[src/rtl/bool_diff_scanner_pkg.sv]
// Shared types and width helpers for the Boolean-difference scanner.
//   state_e : scanner FSM states
//   pat_w   : pattern width W = 2N+1 ({Cin, A, B})
//   cnt_w   : hit counter width, wide enough to hold 2^W
package bool_diff_scanner_pkg;

  typedef enum logic [1:0] {
    StIdle,
    StScan,
    StHold,
    StDone
  } state_e;

  function automatic int unsigned pat_w(input int unsigned n);
    return 2 * n + 1;
  endfunction

  function automatic int unsigned cnt_w(input int unsigned n);
    return 2 * n + 2;
  endfunction

endpackage

[src/rtl/bool_diff_scanner_if.sv]
// Hit-pattern stream between the scanner and its sink.
//   pat_valid : pattern available (scanner -> sink)
//   pat_ready : sink accepts pattern (sink -> scanner)
//   pat_data  : hit pattern X = {Cin, A[N-1:0], B[N-1:0]}
interface bool_diff_scanner_if #(
  parameter int unsigned N = 4
) ();

  logic           pat_valid;
  logic           pat_ready;
  logic [2*N:0]   pat_data;

  modport master (
    output pat_valid,
    output pat_data,
    input  pat_ready
  );

  modport slave (
    input  pat_valid,
    input  pat_data,
    output pat_ready
  );

endinterface

[src/rtl/bool_diff_scanner_carry_eval.sv]
// Combinational Boolean difference of the N-bit adder carry-out.
//   x       : pattern {Cin, A[N-1:0], B[N-1:0]}
//   var_idx : bit of x to differentiate on (values > 2N force nothing, diff = 0)
//   diff    : Cout(x | bit=0) ^ Cout(x | bit=1)
module bool_diff_scanner_carry_eval #(
  parameter int unsigned N     = 4,
  parameter int unsigned SEL_W = $clog2(2 * N + 1)
) (
  input  logic [2*N:0]     x,
  input  logic [SEL_W-1:0] var_idx,
  output logic             diff
);

  logic [2*N:0] x0;
  logic [2*N:0] x1;
  logic         c0;
  logic         c1;

  always_comb begin
    x0 = x;
    x1 = x;
    for (int i = 0; i < 2 * N + 1; i++) begin
      if (var_idx == SEL_W'(i)) begin
        x0[i] = 1'b0;
        x1[i] = 1'b1;
      end
    end
    // Ripple both cofactors: A at [2N-1:N], B at [N-1:0], Cin at [2N].
    c0 = x0[2*N];
    c1 = x1[2*N];
    for (int i = 0; i < N; i++) begin
      c0 = (x0[N+i] & x0[i]) | (c0 & (x0[N+i] ^ x0[i]));
      c1 = (x1[N+i] & x1[i]) | (c1 & (x1[N+i] ^ x1[i]));
    end
    diff = c0 ^ c1;
  end

endmodule

[src/rtl/bool_diff_scanner.sv]
// Exhaustive Boolean-difference scanner for the N-bit adder carry-out.
// Walks X = 0 .. 2^(2N+1)-1 and streams every X where dCout/dX[var_sel] = 1.
//   clk, rst_n : clock, asynchronous active-low reset
//   start      : begin a scan when idle; var_sel sampled with it
//   var_sel    : bit index of X to differentiate on
//   busy       : high in SCAN and HOLD
//   done       : one-cycle pulse at end of scan
//   err        : raised with done when var_sel > 2N; cleared by next start
//   hit_count  : hits in current/last scan
//   pat        : hit pattern stream (master side)
module bool_diff_scanner
  import bool_diff_scanner_pkg::*;
#(
  parameter int unsigned N     = 4,
  parameter int unsigned SEL_W = $clog2(2 * N + 1)
) (
  input  logic                clk,
  input  logic                rst_n,
  input  logic                start,
  input  logic [SEL_W-1:0]    var_sel,
  output logic                busy,
  output logic                done,
  output logic                err,
  output logic [2*N+1:0]      hit_count,
  bool_diff_scanner_if.master pat
);

  localparam int unsigned W  = pat_w(N);
  localparam int unsigned CW = cnt_w(N);

  // idx carries one spare bit so the terminal compare never depends on wrap.
  localparam logic [W:0]       LastIdx = {1'b0, {W{1'b1}}};
  localparam logic [SEL_W:0]   MaxVar  = (SEL_W + 1)'(2 * N);

  state_e           state_q;
  logic [W:0]       idx_q;
  logic [SEL_W-1:0] var_q;
  logic             busy_q;
  logic             done_q;
  logic             err_q;
  logic             valid_q;
  logic [W-1:0]     data_q;
  logic [CW-1:0]    hit_q;

  logic             diff;
  logic             last;

  assign last = (idx_q == LastIdx);

  bool_diff_scanner_carry_eval #(
    .N     (N),
    .SEL_W (SEL_W)
  ) u_eval (
    .x       (idx_q[W-1:0]),
    .var_idx (var_q),
    .diff    (diff)
  );

  always_ff @(posedge clk or negedge rst_n) begin
    if (!rst_n) begin
      state_q <= StIdle;
      idx_q   <= '0;
      var_q   <= '0;
      busy_q  <= 1'b0;
      done_q  <= 1'b0;
      err_q   <= 1'b0;
      valid_q <= 1'b0;
      data_q  <= '0;
      hit_q   <= '0;
    end else begin
      done_q <= 1'b0;
      unique case (state_q)
        StIdle: begin
          if (start) begin
            idx_q <= '0;
            hit_q <= '0;
            var_q <= var_sel;
            if ({1'b0, var_sel} > MaxVar) begin
              err_q   <= 1'b1;
              done_q  <= 1'b1;
              state_q <= StDone;
            end else begin
              err_q   <= 1'b0;
              busy_q  <= 1'b1;
              state_q <= StScan;
            end
          end
        end
        StScan: begin
          if (diff) begin
            data_q  <= idx_q[W-1:0];
            valid_q <= 1'b1;
            hit_q   <= hit_q + CW'(1);
            state_q <= StHold;
          end else if (last) begin
            busy_q  <= 1'b0;
            done_q  <= 1'b1;
            state_q <= StDone;
          end else begin
            idx_q <= idx_q + (W + 1)'(1);
          end
        end
        StHold: begin
          if (pat.pat_ready) begin
            valid_q <= 1'b0;
            if (last) begin
              busy_q  <= 1'b0;
              done_q  <= 1'b1;
              state_q <= StDone;
            end else begin
              idx_q   <= idx_q + (W + 1)'(1);
              state_q <= StScan;
            end
          end
        end
        StDone: begin
          state_q <= StIdle;
        end
        default: begin
          state_q <= StIdle;
        end
      endcase
    end
  end

  assign busy          = busy_q;
  assign done          = done_q;
  assign err           = err_q;
  assign hit_count     = hit_q;
  assign pat.pat_valid = valid_q;
  assign pat.pat_data  = data_q;

endmodule

[src/flat_wrapper.sv]
// flat-port wrapper written by rule: the top's interface ports become plain ports
module bool_diff_scanner_flat import bool_diff_scanner_pkg::*;
#(
  parameter int unsigned N     = 4,
  parameter int unsigned SEL_W = $clog2(2 * N + 1)
)
  (clk, rst_n, start, var_sel, busy, done, err, hit_count, pat_pat_valid, pat_pat_data, pat_pat_ready);
  bool_diff_scanner_if #(.N(N)) pat_i ();
  input  logic clk;
  input  logic rst_n;
  input  logic start;
  input  logic [SEL_W-1:0] var_sel;
  output logic busy;
  output logic done;
  output logic err;
  output logic [2*N+1:0] hit_count;
  output wire logic [$bits(pat_i.pat_valid)-1:0] pat_pat_valid;
  output wire logic [$bits(pat_i.pat_data)-1:0] pat_pat_data;
  input wire logic [$bits(pat_i.pat_ready)-1:0] pat_pat_ready;
  assign pat_pat_valid = pat_i.pat_valid;
  assign pat_pat_data = pat_i.pat_data;
  assign pat_i.pat_ready = pat_pat_ready;
  bool_diff_scanner #(.N(N), .SEL_W(SEL_W)) u_core (.clk(clk), .rst_n(rst_n), .start(start), .var_sel(var_sel), .busy(busy), .done(done), .err(err), .hit_count(hit_count), .pat(pat_i));
endmodule
[config.mk]
export PLATFORM = sky130hd
export DESIGN_NAME = bool_diff_scanner_flat
export DESIGN_NICKNAME = d
export VERILOG_FILES = /design/src/rtl/bool_diff_scanner_pkg.sv /design/src/rtl/bool_diff_scanner_if.sv /design/src/rtl/bool_diff_scanner_carry_eval.sv /design/src/rtl/bool_diff_scanner.sv /design/src/flat_wrapper.sv
export SDC_FILE = /design/constraint.sdc
export NUM_CORES = 1
export LEC_CHECK = 0
export CELL_PAD_IN_SITES_DETAIL_PLACEMENT = 1
export CELL_PAD_IN_SITES_GLOBAL_PLACEMENT = 2
export CORE_ASPECT_RATIO = 0.9
export CORE_MARGIN = 2
export CORE_UTILIZATION = 35
export DETAILED_ROUTE_END_ITERATION = 8
export PLACE_DENSITY = 0.77
export SYNTH_ARGS = -nofsm -noshare
export SYNTH_HDL_FRONTEND = slang
export SYNTH_SLANG_ARGS = --single-unit
[constraint.sdc]
create_clock -name clk -period 3.1 [get_ports clk]
set_input_delay 0.62 -clock clk [delete_from_list [all_inputs] [get_ports clk]]
set_output_delay 0.62 -clock clk [all_outputs]
set_load 0.1 [all_outputs]
==> flow_summary.ini <==
[placed_design]
place_area_sq_mm = 0.00304
dp_hpwl_microns = 5780
dp_cells = 413
io_buffer_count = 30
place_congestion = 0.869

[global_route]
grt_pass1_vias = 2428
grt_remaining_overflow = 0
grt_max_degree = 40
antenna_found_initial = 0
grt_pass1_wl_microns = 12900
grt_util_all_layers_pct = 20.6

[floorplanning]
die_h_microns = 85.8
io_pins = 31
initial_core_util_pct = 36.6
fp-row-count = 29
dieArea_sq_mm = 0.00814
coreArea_sq_mm = 0.00711
chipWidth_microns = 94.9

[timing]
rsz0062_at_grt = yes
worst_pin_slew_ns = 0.933
min_period_over_period_pct = 95.0
setup_viol = 0
slew_headroom_pct = 37.8
whs_ns = 0.431
drv_slew = 0
finalHoldViolations = 0
fmax_mhz = 340
fin_skew_ns = 0.00748
period_needed_ns = 2.95

[finish]
multi_input_area_sq_mm = 0.00153
syn_to_final_growth_pct = 23.2
fin_area_sq_mm = 0.00321
antenna_cells = 0
final_nets = 353
drive_gt1_share_pct = 28.0
layout.cells.non_filler = 425
fill_cells = 872
register_area_sq_um = 980

[yosys]
synth_cells = 285
synth-seq-cells = 39
synth-edff-count = 0
syn_area_sq_mm = 0.00260
async_reset_ff_share_pct = 100
synthesis.nets = 307
ys.flop_type = dfrtp_1
yosysTopAreaCell = dfrtp_1
yosys-top-cells-count = dfrtp_1, o21ai_0, nor2_1
synth_top_area_share_pct = 37.5
synth.area.top_cells = dfrtp_1, ha_1, o21ai_0, o211ai_1, nand3_1
yosys.cell_types.count = 54
ys_warn_count = 0
syn_area_per_cell_sq_um = 9.13
yosysSeqAreaShare_pct = 37.5
synth_most_common_cell = dfrtp_1

[power]
pwr-share-seq_pct = 26.2
ir_worst_vdd_mv = 0.523
total_power_uw = 2940
combPwrFrac_pct = 61.1
power_switching_share_pct = 53.3
p_int_uw = 1370
p_leak_uw = 0.00147
clock_power_share_pct = 12.7
powerDensity_mw_per_mm2 = 917
switching_power_uw = 1570

[critical_path]
worstPathBufferInverterCount = 2
cpPeakStageDelay_ns = 0.46
arrival_ns = 3.16
startpoint_type = flip-flop
required_ns = 3.32
crit_path_max_fanout = 8
crit_slowest_cell = dfrtp_2
path_cells = nand2b_1, nor3_2, or2_2, ha_1, or3_1, o211a_4, a21boi_4, xor2_4, buf_6, a21oi_2, buf_4, a2bb2oi_1
cp-end-kind = flip-flop
critPathTopFamily = simple AND/OR/NAND/NOR gates
worstSetupPathType = reg2reg

[clock_network]
clockBufferDepth = 2
cts_buffers = 5
cts_root_buffer = clkbuf_8
clk_pin_slew_ns = 0.09
cts_sinks = 39
hold_buffers = 0
cts_max_level = 2
tritoncts = yes
insertion_delay_ns = 0.31

[routing]
post_drt_via_cell_ratio = 5.61
wl_per_cell_microns = 18.5
drcViolationCount = 0
vias = 2384
dr.pass1.iters = 4
drt_iter0_drc = 87
routed_wl_microns = 7850
ant_nets = 0

[outcome]
outcome = finished clean

[job]
cap_violations = 0

[min_path]
hp-class = in2async
-- cells by family after synthesis --
family          after synthesis  share of synthesized area (%)
mux                          14                           5.92
xor+xnor                      2                          0.962
fa+ha+maj                    14                           6.73
compound gates               85                           22.8
buf+inv                      32                           5.53
simple gates                 99                           20.5
flops                        39                           37.5
-- final cells by class --
cell class,instances,share of cell area [%]
multi-input cells,214,47.6
flip-flops and latches,39,30.6
repair buffers,55,13.4
well taps,93,3.63
clock buffers,5,2.15
inverters,16,1.87
clock inverters,3,0.781
-- final timing paths --
path | slack [ns] | depth (start not counted) | end | startpoint
max | 0.15 | 12 | u_core.idx_q[4] | u_core.var_q[2]
min | 0.43 | 1 | u_core.idx_q[6] | rst_n
max reg2reg | 0.15 | 12 | u_core.idx_q[4] | u_core.var_q[2]
min reg2reg | 0.50 | 1 | u_core.err | u_core.err
max in group asynchronous | 2.01 | 1 | u_core.var_q[1] | rst_n
min in group clk | 0.50 | 1 | u_core.err | u_core.err
-- what timing repair did --
action / CTS / global route
buffers inserted: 0 / 4
resized for setup: 0 / 12
hold endpoints to repair: 0 / 0
endpoints found under the setup margin: 0 / 12
-- per-stage QoR --
stage                      TNS, ns  worst slack [ns]  util, %
final                            0             0.155     45.1
after detailed placement         0             0.106     42.7
after global placement           0            0.0249     42.7
after CTS                        0            0.0636     44.0
after global routing      -0.00677          -0.00677     45.1
after floorplan                  0             0.316        -
-- metal layers --
metal | wire length [microns] | vias up | GRT usage, %
li1 | - | 1146 | -
met3 | 207 | 8 | 4.31
met1 | 4050 | 1201 | 30.4
met4 | 91 | 0 | 3.95
met5 | 0 | - | 0
met2 | 3510 | 29 | 31.4
-- cell usage in the layout, fill, tap and decap left out, types with 3 or more instances in the layout --
cell type / n
a211oi_1: 4
a21o_1: 3
a21oi_1: 8
a2bb2oi_1: 4
a31oi_1: 3
buf_4: 47
clkbuf_8: 5
clkdlybuf4s50_1: 6
dfrtp_1: 36
dfrtp_2: 3
ha_1: 14
inv_1: 16
mux2_2: 7
mux2i_1: 6
nand2_1: 16
nand3_1: 16
nand4_1: 7
nor2_1: 18
nor3_1: 9
nor4_1: 3
o211ai_1: 13
o21ai_0: 26
o31ai_1: 4
or2_2: 10
-- power by group through the flow --
stage	logic, uW	clock network, uW	registers [uW]
2_1_floorplan	921	0	1110
3_3_place_gp	1750	0	765
3_5_place_dp	1770	0	770
4_1_cts	1780	384	761
5_1_grt	1960	412	791
6_report	1800	373	771
-- state kept, by name (all words and copies together) (netlist names) --
| name | cells |
|---|---|
| u_core.busy | 1 |
| u_core.done | 1 |
| u_core.err | 1 |
| u_core.hit_count | 10 |
| u_core.idx_q | 10 |
| u_core.pat.pat_data | 9 |
| u_core.pat.pat_valid | 1 |
| u_core.state_q | 2 |
| u_core.var_q | 4 |
-- worst reg2reg max path, stage by stage, from the launching register on --
cell,delay (ns)
dfrtp_2,0.46
nand2b_1,0.12
nor3_2,0.05
or2_2,0.28
ha_1,0.22
or3_1,0.37
o211a_4,0.26
a21boi_4,0.24
xor2_4,0.24
buf_6,0.17
a21oi_2,0.09
buf_4,0.17
a2bb2oi_1,0.18
Power figures use the tool's default switching activity.
